[config.mk]
export PLATFORM = sky130hd
export DESIGN_NAME = varredor_matriz_leds
export DESIGN_NICKNAME = d
export VERILOG_FILES = /design/src/rtl/varredor_matriz_leds.sv
export SDC_FILE = /design/constraint.sdc
export NUM_CORES = 1
export LEC_CHECK = 0
export CAP_MARGIN = 20
export CORE_UTILIZATION = 33
export DETAILED_ROUTE_END_ITERATION = 10
export GPL_TIMING_DRIVEN = 0
export HOLD_SLACK_MARGIN = 0.02
export RECOVER_POWER = 100
export SLEW_MARGIN = 20
export SYNTH_ARGS = -nofsm -noshare
export SYNTH_HDL_FRONTEND = slang
export SYNTH_SLANG_ARGS = --single-unit
export TNS_END_PERCENT = 100
[constraint.sdc]
create_clock -name clock -period 2.35 [get_ports clock]
set_input_delay 0.235 -clock clock [delete_from_list [all_inputs] [get_ports clock]]
set_output_delay 0.235 -clock clock [all_outputs]
set_load 0.005 [all_outputs]
[src/rtl/varredor_matriz_leds.sv]
// Column-multiplexed 5x7 LED matrix scanner with blanking gap and blinking cursor overlay.
// Outputs are registered and reflect the scan state and inputs sampled at the same edge.
module varredor_matriz_leds #(
    parameter int unsigned DIV_VARREDURA  = 50000,
    parameter int unsigned CICLOS_APAGADO = 16,
    parameter int unsigned DIV_PISCA      = 12500000
) (
    input  logic       clock,
    input  logic       reset,
    input  logic       enable,
    input  logic [2:0] coordColuna,
    input  logic [2:0] coordLinha,
    input  logic [6:0] matriz0,
    input  logic [6:0] matriz1,
    input  logic [6:0] matriz2,
    input  logic [6:0] matriz3,
    input  logic [6:0] matriz4,
    output logic [4:0] colunas,
    output logic [6:0] linhas,
    output logic [2:0] coluna_atual,
    output logic       fim_quadro
);

    localparam int unsigned ContMax = (DIV_VARREDURA > CICLOS_APAGADO) ?
                                      DIV_VARREDURA - 1 : CICLOS_APAGADO - 1;
    localparam int unsigned CW = (ContMax > 0) ? $clog2(ContMax + 1) : 1;
    localparam int unsigned PW = (DIV_PISCA > 1) ? $clog2(DIV_PISCA) : 1;

    localparam logic [CW-1:0] FimAtivo   = CW'(DIV_VARREDURA - 1);
    localparam logic [CW-1:0] FimApagado = CW'(CICLOS_APAGADO - 1);
    localparam logic [PW-1:0] FimPisca   = PW'(DIV_PISCA - 1);

    typedef enum logic [0:0] {StAtivo, StApagado} estado_t;

    estado_t       estado_q, estado_d;
    logic [CW-1:0] cont_q, cont_d;
    logic [2:0]    col_q, col_d;
    logic [PW-1:0] pisca_q, pisca_d;
    logic          fase_q, fase_d;

    logic [4:0]    colunas_q, colunas_d;
    logic [6:0]    linhas_q, linhas_d;
    logic [2:0]    coluna_atual_q, coluna_atual_d;
    logic          fim_quadro_q, fim_quadro_d;

    logic [6:0]    matriz_col;
    logic          cursor_ok;
    logic [6:0]    cursor;

    // State register: scan FSM, counters and registered outputs.
    always_ff @(posedge clock) begin
        if (reset) begin
            estado_q       <= StAtivo;
            cont_q         <= '0;
            col_q          <= 3'd0;
            pisca_q        <= '0;
            fase_q         <= 1'b1;
            colunas_q      <= 5'b11111;
            linhas_q       <= 7'b0000000;
            coluna_atual_q <= 3'd0;
            fim_quadro_q   <= 1'b0;
        end else begin
            estado_q       <= estado_d;
            cont_q         <= cont_d;
            col_q          <= col_d;
            pisca_q        <= pisca_d;
            fase_q         <= fase_d;
            colunas_q      <= colunas_d;
            linhas_q       <= linhas_d;
            coluna_atual_q <= coluna_atual_d;
            fim_quadro_q   <= fim_quadro_d;
        end
    end

    // Next-state logic.
    always_comb begin
        estado_d = estado_q;
        cont_d   = cont_q + CW'(1);
        col_d    = col_q;
        unique case (estado_q)
            StAtivo: begin
                if (cont_q == FimAtivo) begin
                    estado_d = StApagado;
                    cont_d   = '0;
                end
            end
            StApagado: begin
                if (cont_q == FimApagado) begin
                    estado_d = StAtivo;
                    cont_d   = '0;
                    col_d    = (col_q == 3'd4) ? 3'd0 : col_q + 3'd1;
                end
            end
            default: begin
                estado_d = StAtivo;
                cont_d   = '0;
            end
        endcase

        // Blink timebase runs free of the scan FSM and of enable.
        if (pisca_q == FimPisca) begin
            pisca_d = '0;
            fase_d  = ~fase_q;
        end else begin
            pisca_d = pisca_q + PW'(1);
            fase_d  = fase_q;
        end
    end

    // Output logic, registered one edge later.
    always_comb begin
        case (col_q)
            3'd0:    matriz_col = matriz0;
            3'd1:    matriz_col = matriz1;
            3'd2:    matriz_col = matriz2;
            3'd3:    matriz_col = matriz3;
            3'd4:    matriz_col = matriz4;
            default: matriz_col = 7'b0000000;
        endcase

        cursor_ok = fase_q && (coordColuna == col_q) && (coordColuna <= 3'd4) &&
                    (coordLinha <= 3'd6);
        cursor    = cursor_ok ? (7'd1 << coordLinha) : 7'b0000000;

        colunas_d = 5'b11111;
        linhas_d  = 7'b0000000;
        if ((estado_q == StAtivo) && enable) begin
            colunas_d = ~(5'd1 << col_q);
            linhas_d  = matriz_col | cursor;
        end

        coluna_atual_d = col_q;
        fim_quadro_d   = (estado_q == StApagado) && (cont_q == FimApagado) && (col_q == 3'd4);
    end

    assign colunas      = colunas_q;
    assign linhas       = linhas_q;
    assign coluna_atual = coluna_atual_q;
    assign fim_quadro   = fim_quadro_q;

endmodule
==> results of run 1 <==
[worst min-delay path by stage]
stage | from | end | depth (start not counted)
2_1_floorplan | reset | colunas[1] | 2
3_3_place_gp | pisca_q[0] | pisca_q[0] | 1
3_5_place_dp | pisca_q[23] | pisca_q[23] | 2
4_1_cts | pisca_q[23] | pisca_q[23] | 2
5_1_grt | pisca_q[0] | pisca_q[0] | 1
6_report | pisca_q[0] | pisca_q[0] | 1
[state kept, by name, summed over array words and instances, names as in the netlist]
signal / flops
pisca_q: 24
cont_q: 16
linhas: 7
colunas: 5
col_q: 3
coluna_atual: 3
estado_q: 1
fase_q: 1
fim_quadro: 1
[critical path, cell delays in order, from the launching register on]
cell      delay (ps)
dfxtp_1          440
inv_1            120
ha_1             200
clkbuf_1         230
and2_1           380
or4_1            540
a21oi_1          150
[kinds of logic after synthesis]
logic type	synth area share
AO/OA/AOI/OAI	0.128
AND/OR/NAND/NOR	0.297
flip-flops	0.427
adder cells (fa/ha/maj)	0.0306
multiplexers	0.00787
buffers and inverters	0.0310
XOR/XNOR	0.0795
[metrics by stage]
step                 util  instances  total power, mW
CTS                 0.457        509             2.24
finish              0.457        508             2.20
floorplan               -        329             1.13
global route        0.457        508             2.30
global placement    0.432        493             1.23
detailed placement  0.432        493             1.23
[synth_stat cells (3+ instances only)]
cell type / number / share of area
o31ai_1: 8 / 0.021
nor2b_1: 3 / 0.0066
xor2_1: 11 / 0.034
dfxtp_1: 61 / 0.43
or2_2: 3 / 0.0066
a21oi_1: 12 / 0.021
ha_1: 7 / 0.031
and3_1: 6 / 0.013
nor3b_1: 3 / 0.0079
nor4_1: 7 / 0.015
or4_1: 10 / 0.026
nand4_1: 17 / 0.037
nand2_1: 23 / 0.030
and4_1: 4 / 0.012
nor3_1: 20 / 0.035
a22o_1: 3 / 0.0092
a222oi_1: 7 / 0.024
clkbuf_1: 13 / 0.017
o2bb2ai_1: 3 / 0.0092
a22oi_1: 3 / 0.0079
xnor2_1: 15 / 0.046
o21ai_0: 13 / 0.023
nor2_1: 28 / 0.037
nand3_1: 18 / 0.031
a31oi_1: 3 / 0.0066
inv_1: 7 / 0.0092
[layout make-up]
type | count | area share
plain buffers | 15 | 0.0152
clock buffers | 12 | 0.0356
clock inverters | 4 | 0.0191
inverters | 7 | 0.00693
multi-input cells | 245 | 0.411
flip-flops and latches | 61 | 0.322
well taps | 105 | 0.0347
repair buffers | 59 | 0.156
[report_power, final]
group | leakage [nW] | internal, mW | switching [mW]
registers | 0.494 | 1.05 | 0.0102
logic | 0.696 | 0.0929 | 0.0565
clock network | 0.101 | 0.597 | 0.397
total | 1.29 | 1.74 | 0.463
[routing by layer]
layer	part of all wire	routed length, µm	vias to the layer above
li1	-	-	1370
met1	0.45	3300	1239
met2	0.46	3350	74
met3	0.072	525	11
met4	0.019	138	0
met5	0	0	-
==> key figures, run 1 <==
Die
  • Num rows: 33
  • I/O pin count: 60
  • Die ar.: 0.00905 mm²
  • Die Ht: 95.1 µm
  • Core area: 0.00830 mm²
  • Initial core utilization: 0.345
  • Die width: 95.1 µm

CTS
  • Post-CTS sizing: 0
  • CTS tree: done
  • # clock sinks: 61
  • Latest clock arrival within the worst-skew pair: 340 ps
  • H-tree depth: 3
  • Clock slew seen by the registers of the worst setup and hold paths: 70 ps
  • Root Driver: clkbuf_8
  • Num CTS Buffers: 9
  • Hold Buf Count CTS: 0
  • Maximum buffer depth of the clock tree: 2
  • Postcts setup bufs: 0

Cells and area
  • Most common cell after layout, fill and taps aside: dfxtp_1
  • Layout net count: 449
  • FF/Latch Area: 0.00122 mm²
  • ANT cells: 0
  • Fillers: 845
  • Syn-to-layout area delta: 32.4%
  • Commonest cells after routing, fill and taps aside: 61 x dfxtp_1, 42 x clkdlybuf4s50_1, 28 x nor2_1
  • Multi-input logic area: 0.00156 mm²
  • Post-route cell area: 0.00379 mm²
  • Layout cells sized above 1: 0.0571

Worst setup path
  • Crit path kind: reg2reg
  • Worst EP required: 2620 ps
  • RR Startpoint: col_q[0]
  • Crit path DAT: 2400 ps
  • Critical path peak fanout: 11
  • Worst Setup EP: col_q[0]
  • Reg2Reg Depth: 6
  • Crit Reg-Reg Endpoint: col_q[0]
  • Startpoint types: register
  • Reg2Reg Setup Slack: 220 ps
  • Crit path capture type: register
  • CP Launch Point: col_q[0]

Synth
  • Post-synthesis instance area: 0.00286 mm²
  • Post-Syn Instances: 329
  • Syn_area_per_cell: 8.70 µm²
  • Post-Syn Nets: 380
  • Synth unique cells: 44
  • Syn. warnings: 0
  • Post-synth EDFFs: 0
  • Synth Flop Type: dfxtp_1
  • Async SR Flop Fraction: 0
  • Number of synthesized register bits: 61
  • Register area share after synthesis: 0.427

STA
  • Slew Viols, Final: 0
  • TNS Setup: 0 ps
  • Hold WS: 490 ps
  • Fin crit period: 2130 ps
  • Final period util: 0.908
  • Fin. Hold Viols: 0
  • Final setup viols: 0
  • Setup Skew: 11.9 ps
  • Slew headroom: 0.390
  • Peak Freq: 469 MHz
  • RSZ-0062 raised after global routing: no
  • Final worst slack: 217 ps
  • Actual slew at the worst max-slew pin: 914 ps

Hold path
  • Worst Hold Class: reg2reg

Power and ir drop
  • Leakage: 1.29 nW
  • Max VDD drop: 0.000257 V
  • Power Density: 581 mW/mm²

Route
  • Post-route ant nets: 0
  • Detailed Route WL: 7310 µm
  • Wirelength per Cell: 14.4 µm
  • Drt pass-1 iters: 4
  • Vias/cell: 5.30
  • Via count: 2,694
  • Initial detailed-routing violation count: 128
  • Drt drc: 0

Global routing
  • GR Util All Layers: 0.170
  • Pin count of the biggest net entering global routing: 11
  • Met3 GRT Util: 0.0359
  • Met2 usage in global routing: 0.296
  • Vias in the first global route: 2,594
  • GR Overflow Total: 0
  • First-pass GRT wire length: 11,800 µm
  • Initial antenna violation count: 0
  • Grt met1 use: 0.196
  • Most Crowded Layer GR: met2

Placed design
  • Area after DPL: 0.00358 mm²
  • Pre-CTS setup slack: 95.3 ps
  • Port bufs: 59
  • Placed wire-length estimate: 5430 µm
  • Routability cong.: 0.777

Status
  • Status: completed

Job
  • Max-cap violations: 0
Note: power is estimated with default switching activity, not from simulation.
==> inputs of run 2 (changes only) <==
--- a/config.mk
+++ b/config.mk
@@ -6,10 +6,11 @@
 export NUM_CORES = 1
 export LEC_CHECK = 0
 export CAP_MARGIN = 20
-export CORE_UTILIZATION = 33
+export CORE_UTILIZATION = 51
 export DETAILED_ROUTE_END_ITERATION = 10
 export GPL_TIMING_DRIVEN = 0
 export HOLD_SLACK_MARGIN = 0.02
+export PLACE_DENSITY = 0.8
 export RECOVER_POWER = 100
 export SLEW_MARGIN = 20
 export SYNTH_ARGS = -nofsm -noshare
==> run 2 against run 1 <==
- hold slack worse by 2.4 ps
- power down 3.9%
- sequential cell count unchanged
- register-to-register slack about the same
- global-route usage up 7.2 points
- largest power group unchanged
- fmax down 0.58%
- core utilization up 25 points
- critical path depth unchanged
- die area down 35%
- final area down 1.5%
- worst setup slack worse by 12 ps
- combinational power about the same
==> key figures, run 2 (synthesis gave the netlist of run 1 again) <==
Status
  • Status: completed

Route
  • Post-route ant nets: 0
  • Initial detailed-routing violation count: 170
  • Drt drc: 0
  • Detailed Route WL: 6910 µm
  • Vias/cell: 5.79
  • Wirelength per Cell: 14.6 µm
  • Drt pass-1 iters: 4
  • Via count: 2,741

Global routing
  • Initial antenna violation count: 0
  • Pin count of the biggest net entering global routing: 11
  • GR Util All Layers: 0.242
  • GR Overflow Total: 0
  • First-pass GRT wire length: 11,400 µm
  • Vias in the first global route: 2,497

Worst setup path
  • Worst Path Buf+Inv: 1
  • Crit path kind: reg2reg
  • Reg2Reg Depth: 6
  • Startpoint types: register
  • Crit path cell chain: ha_1 -> nand4_1 -> or4_1 -> clkbuf_2 -> or4_1 -> o21ai_0
  • Crit-path slowest cell: or4_1
  • Worst EP required: 2610 ps
  • Top cell by count, worst path: or4_1
  • Critical path peak fanout: 7
  • Crit path DAT: 2410 ps
  • Crit path capture type: register
  • Reg2Reg Setup Slack: 200 ps
  • WP depth: 6
  • Worst path top cell family by delay: simple AND/OR/NAND/NOR gates
  • CP max stage delay: 560 ps

STA
  • Setup Skew: 7.98 ps
  • Hold WS: 488 ps
  • Final setup viols: 0
  • Slew headroom: 0.411
  • Actual slew at the worst max-slew pin: 881 ps
  • Fin. Hold Viols: 0
  • TNS Setup: 0 ps
  • Slew Viols, Final: 0
  • Fin crit period: 2150 ps
  • RSZ-0062 raised after global routing: no
  • Final worst slack: 204 ps
  • Peak Freq: 466 MHz
  • Final period util: 0.913

Placed design
  • Placed cell count: 458
  • Pre-CTS setup slack: 169 ps
  • Routability cong.: 0.829
  • Area after DPL: 0.00354 mm²
  • Port bufs: 59
  • Placed wire-length estimate: 4990 µm

Cells and area
  • Layout cells sized above 1: 0.0620
  • Commonest cells after routing, fill and taps aside: 61 x dfxtp_1, 42 x clkdlybuf4s50_1, 28 x nor2_1
  • Non-Filler Instances: 473
  • Layout Utilization: 0.708
  • Most flops, register: pisca_q
  • ANT cells: 0
  • Syn-to-layout area delta: 30.4%
  • Post-route cell area: 0.00373 mm²
  • Max reg flops: 24
  • Layout net count: 449
  • Most common cell after layout, fill and taps aside: dfxtp_1

CTS
  • Root Driver: clkbuf_8
  • H-tree depth: 3
  • Clock slew seen by the registers of the worst setup and hold paths: 70 ps
  • Latest clock arrival within the worst-skew pair: 340 ps
  • # clock sinks: 61
  • Hold Buf Count CTS: 0
  • CTS tree: done
  • Maximum buffer depth of the clock tree: 2
  • Num CTS Buffers: 9
  • Post-CTS sizing: 0
  • Postcts setup bufs: 0

Die
  • Die ar.: 0.00592 mm²
  • Initial core utilization: 0.543
  • Core area: 0.00527 mm²
  • Num rows: 26
  • Die Ht: 76.9 µm
  • I/O pin count: 60
  • Die width: 76.9 µm

Power and ir drop
  • Max VDD drop: 0.000537 V
  • Leakage: 1.29 nW
  • Overall Power: 2.12 mW
  • Power Density: 567 mW/mm²

Hold path
  • Worst Hold Class: reg2reg
  • Worst hold path depth: 2

Job
  • Max-cap violations: 0
## run 2: changes by cell type in the layout (fill, tap and decap cells not counted)
cell	delta
clkinv_2	+1
bufinv_16	-1
clkbuf_2	+2
clkbuf_1	-2
clkbuf_8	+1
buf_2	-1
## run 2: routing by layer
layer  global-route usage  routed length [µm]
met1                0.299                3100
met2                0.396                3230
met3               0.0786                 478
met4               0.0769                  94
met5                    0                   0
## run 2: layout make-up
type                    count  area [µm²]
plain buffers              15        58.8
clock buffers              12         145
clock inverters             4        47.5
fillers                   424        1540
inverters                   7        26.3
multi-input cells         245        1560
flip-flops and latches     61        1220
well taps                  70        87.6
repair buffers             59         591
## run 2: worst paths after layout
path | end | from
worst max-delay path | pisca_q[20] | pisca_q[0]
worst min-delay path | pisca_q[23] | pisca_q[23]
worst max register to register | pisca_q[20] | pisca_q[0]
worst min register to register | pisca_q[23] | pisca_q[23]
## run 2: where the power goes
part,leakage (nW),internal (mW),switching (mW)
logic,0.701,0.0926,0.0548
clock network,0.0964,0.516,0.393
registers,0.494,1.05,0.0104
total,1.29,1.66,0.459
## run 2: worst register-to-register path, delay by kind of cell (launching register included)
kind / cells / cell delay, ps
compound gates: 1 / 80
flops: 1 / 390
fa+ha+maj: 1 / 260
simple gates: 3 / 1180
buf+inv: 1 / 170
==> inputs of run 3 (changes only) <==
--- a/config.mk
+++ b/config.mk
@@ -7,11 +7,11 @@
 export LEC_CHECK = 0
 export CAP_MARGIN = 20
 export CORE_UTILIZATION = 51
+export CTS_CLUSTER_SIZE = 20
 export DETAILED_ROUTE_END_ITERATION = 10
 export GPL_TIMING_DRIVEN = 0
 export HOLD_SLACK_MARGIN = 0.02
 export PLACE_DENSITY = 0.8
-export RECOVER_POWER = 100
 export SLEW_MARGIN = 20
 export SYNTH_ARGS = -nofsm -noshare
 export SYNTH_HDL_FRONTEND = slang
==> run 3 against run 2 <==
- clock skew fell by 1.4 ps
- global-route usage did not move
- non-clock buffer count did not move
- combinational power barely moved
- first-iteration DRC count fell by 1.2%
- critical path type unchanged
- cell count did not move
- largest cell class unchanged
- fmax rose by 0.78%
- clock power barely moved
- critical path depth did not move
- largest power group unchanged
- power barely moved
==> key figures, run 3 (synthesis gave the netlist of run 1 again) <==
Worst setup path
  • Crit path DAT: 2390 ps
  • Crit Reg-Reg Endpoint: pisca_q[20]
  • RR Startpoint: pisca_q[0]
  • Crit-path slowest cell: or4_1
  • Crit path kind: reg2reg
  • CP max stage delay: 550 ps
  • Reg2Reg Depth: 6
  • Critical path peak fanout: 7
  • Crit path capture type: register
  • Worst EP required: 2620 ps
  • Crit path cell chain: ha_1 -> nand4_1 -> or4_1 -> buf_2 -> or4_1 -> o21ai_0
  • Top cell by count, worst path: or4_1
  • Startpoint types: register
  • Reg2Reg Setup Slack: 220 ps

Placed design
  • Placed cell count: 458
  • Placed wire-length estimate: 4990 µm
  • Area after DPL: 0.00354 mm²
  • Routability cong.: 0.829
  • Port bufs: 59

Cells and area
  • Syn-to-layout area delta: 30.4%
  • Most flops, register: pisca_q
  • Layout cells sized above 1: 0.0620
  • Max reg flops: 24
  • Non-Filler Instances: 473
  • Commonest cells after routing, fill and taps aside: 61 x dfxtp_1, 59 x clkdlybuf4s50_1, 28 x nor2_1
  • Fillers: 424
  • Most common cell after layout, fill and taps aside: dfxtp_1
  • Layout net count: 449
  • Post-route cell area: 0.00373 mm²
  • ANT cells: 0

STA
  • Setup Skew: 6.58 ps
  • Slew headroom: 0.414
  • Slew Viols, Final: 0
  • Actual slew at the worst max-slew pin: 878 ps
  • Final setup viols: 0
  • RSZ-0062 raised after global routing: no
  • Fin crit period: 2130 ps
  • Peak Freq: 470 MHz
  • Fin. Hold Viols: 0
  • Final period util: 0.906
  • TNS Setup: 0 ps

CTS
  • Num CTS Buffers: 9
  • H-tree depth: 3
  • Root Driver: clkbuf_8
  • Hold Buf Count CTS: 0
  • Clock slew seen by the registers of the worst setup and hold paths: 70 ps
  • Maximum buffer depth of the clock tree: 2
  • CTS tree: done
  • # clock sinks: 61
  • Postcts setup bufs: 0
  • Latest clock arrival within the worst-skew pair: 340 ps

Power and ir drop
  • Int Power: 1.66 mW
  • Switching share of total power: 0.216
  • Leakage: 1.27 nW
  • Clock Power Share: 0.429
  • Overall Power: 2.12 mW
  • Max VDD drop: 0.000537 V
  • Sequential fraction of design power: 0.501
  • Combinational share of power: 0.071
  • Power Density: 567 mW/mm²
  • Net Switching: 0.457 mW

Hold path
  • Min-delay src: pisca_q[0]
  • Worst hold path depth: 1
  • Hold Crit Endpoint: pisca_q[0]
  • Worst Hold Class: reg2reg

Route
  • Initial detailed-routing violation count: 168
  • Via count: 2,741
  • Detailed Route WL: 6880 µm
  • Wirelength per Cell: 14.5 µm
  • Post-route ant nets: 0
  • Vias/cell: 5.79
  • Drt drc: 0
  • Drt pass-1 iters: 7

Global routing
  • GR Util All Layers: 0.242
  • Vias in the first global route: 2,497
  • First-pass GRT wire length: 11,400 µm
  • GR Overflow Total: 0
  • Pin count of the biggest net entering global routing: 11
  • Initial antenna violation count: 0

Status
  • Status: completed

Die
  • Die ar.: 0.00592 mm²
  • I/O pin count: 60
  • Die width: 76.9 µm
  • Die Ht: 76.9 µm
  • Initial core utilization: 0.543
  • Num rows: 26
  • Core area: 0.00527 mm²

Job
  • Max-cap violations: 0
-- run 3: metal layers --
layer,global-route usage,vias up,share of wire
li1,-,1370,-
met1,0.299,1262,0.45
met2,0.396,99,0.47
met3,0.0786,10,0.073
met4,0.0769,0,0.014
met5,0,-,0
-- run 3: repair_timing --
item                       4_1_cts  5_1_grt
hold endpoints to repair         0        0
setup endpoints to repair        0       22
resized for setup                0        2
-- run 3: area by class of cell --
type	instances	area (µm²)	area share
buffer	15	58.8	0.0158
clock buffer	12	145	0.0389
clock inverter	4	47.5	0.0127
inverter	7	26.3	0.00704
multi-input combinational	245	1560	0.417
sequential	61	1220	0.327
tap	70	87.6	0.0235
timing repair buffer	59	591	0.158
-- run 3: stage by stage --
step	util	hold WS, ps	setup slack (ps)
after floorplan	-	395	418
after global placement	0.672	463	160
after detailed placement	0.672	471	169
after CTS	0.708	486	117
after global routing	0.708	517	18.3
final	0.708	487	221
-- run 3: worst max-delay path by stage --
| stage | from | to | slack [ps] |
|---|---|---|---|
| 2_1_floorplan | pisca_q[0] | pisca_q[20] | 420 |
| 3_3_place_gp | pisca_q[0] | pisca_q[2] | 160 |
| 3_5_place_dp | pisca_q[0] | pisca_q[13] | 170 |
| 4_1_cts | pisca_q[0] | pisca_q[14] | 120 |
| 5_1_grt | col_q[2] | linhas[6] | 20 |
| 6_report | pisca_q[0] | pisca_q[20] | 220 |
-- run 3: power by group through the flow --
stage	Combinational, mW	Sequential, mW	Clock [mW]
global route	0.163	1.06	0.981
finish	0.150	1.06	0.907
CTS	0.151	1.06	0.931
detailed placement	0.150	1.08	0
global placement	0.148	1.08	0
floorplan	0.0486	1.08	0
-- run 3: worst max-delay path, delay by kind of cell, from the launching register on --
kind            cells  cell delay (ps)
fa+ha+maj           1              250
simple gates        3             1150
flops               1              390
buf+inv             1              180
compound gates      1               80
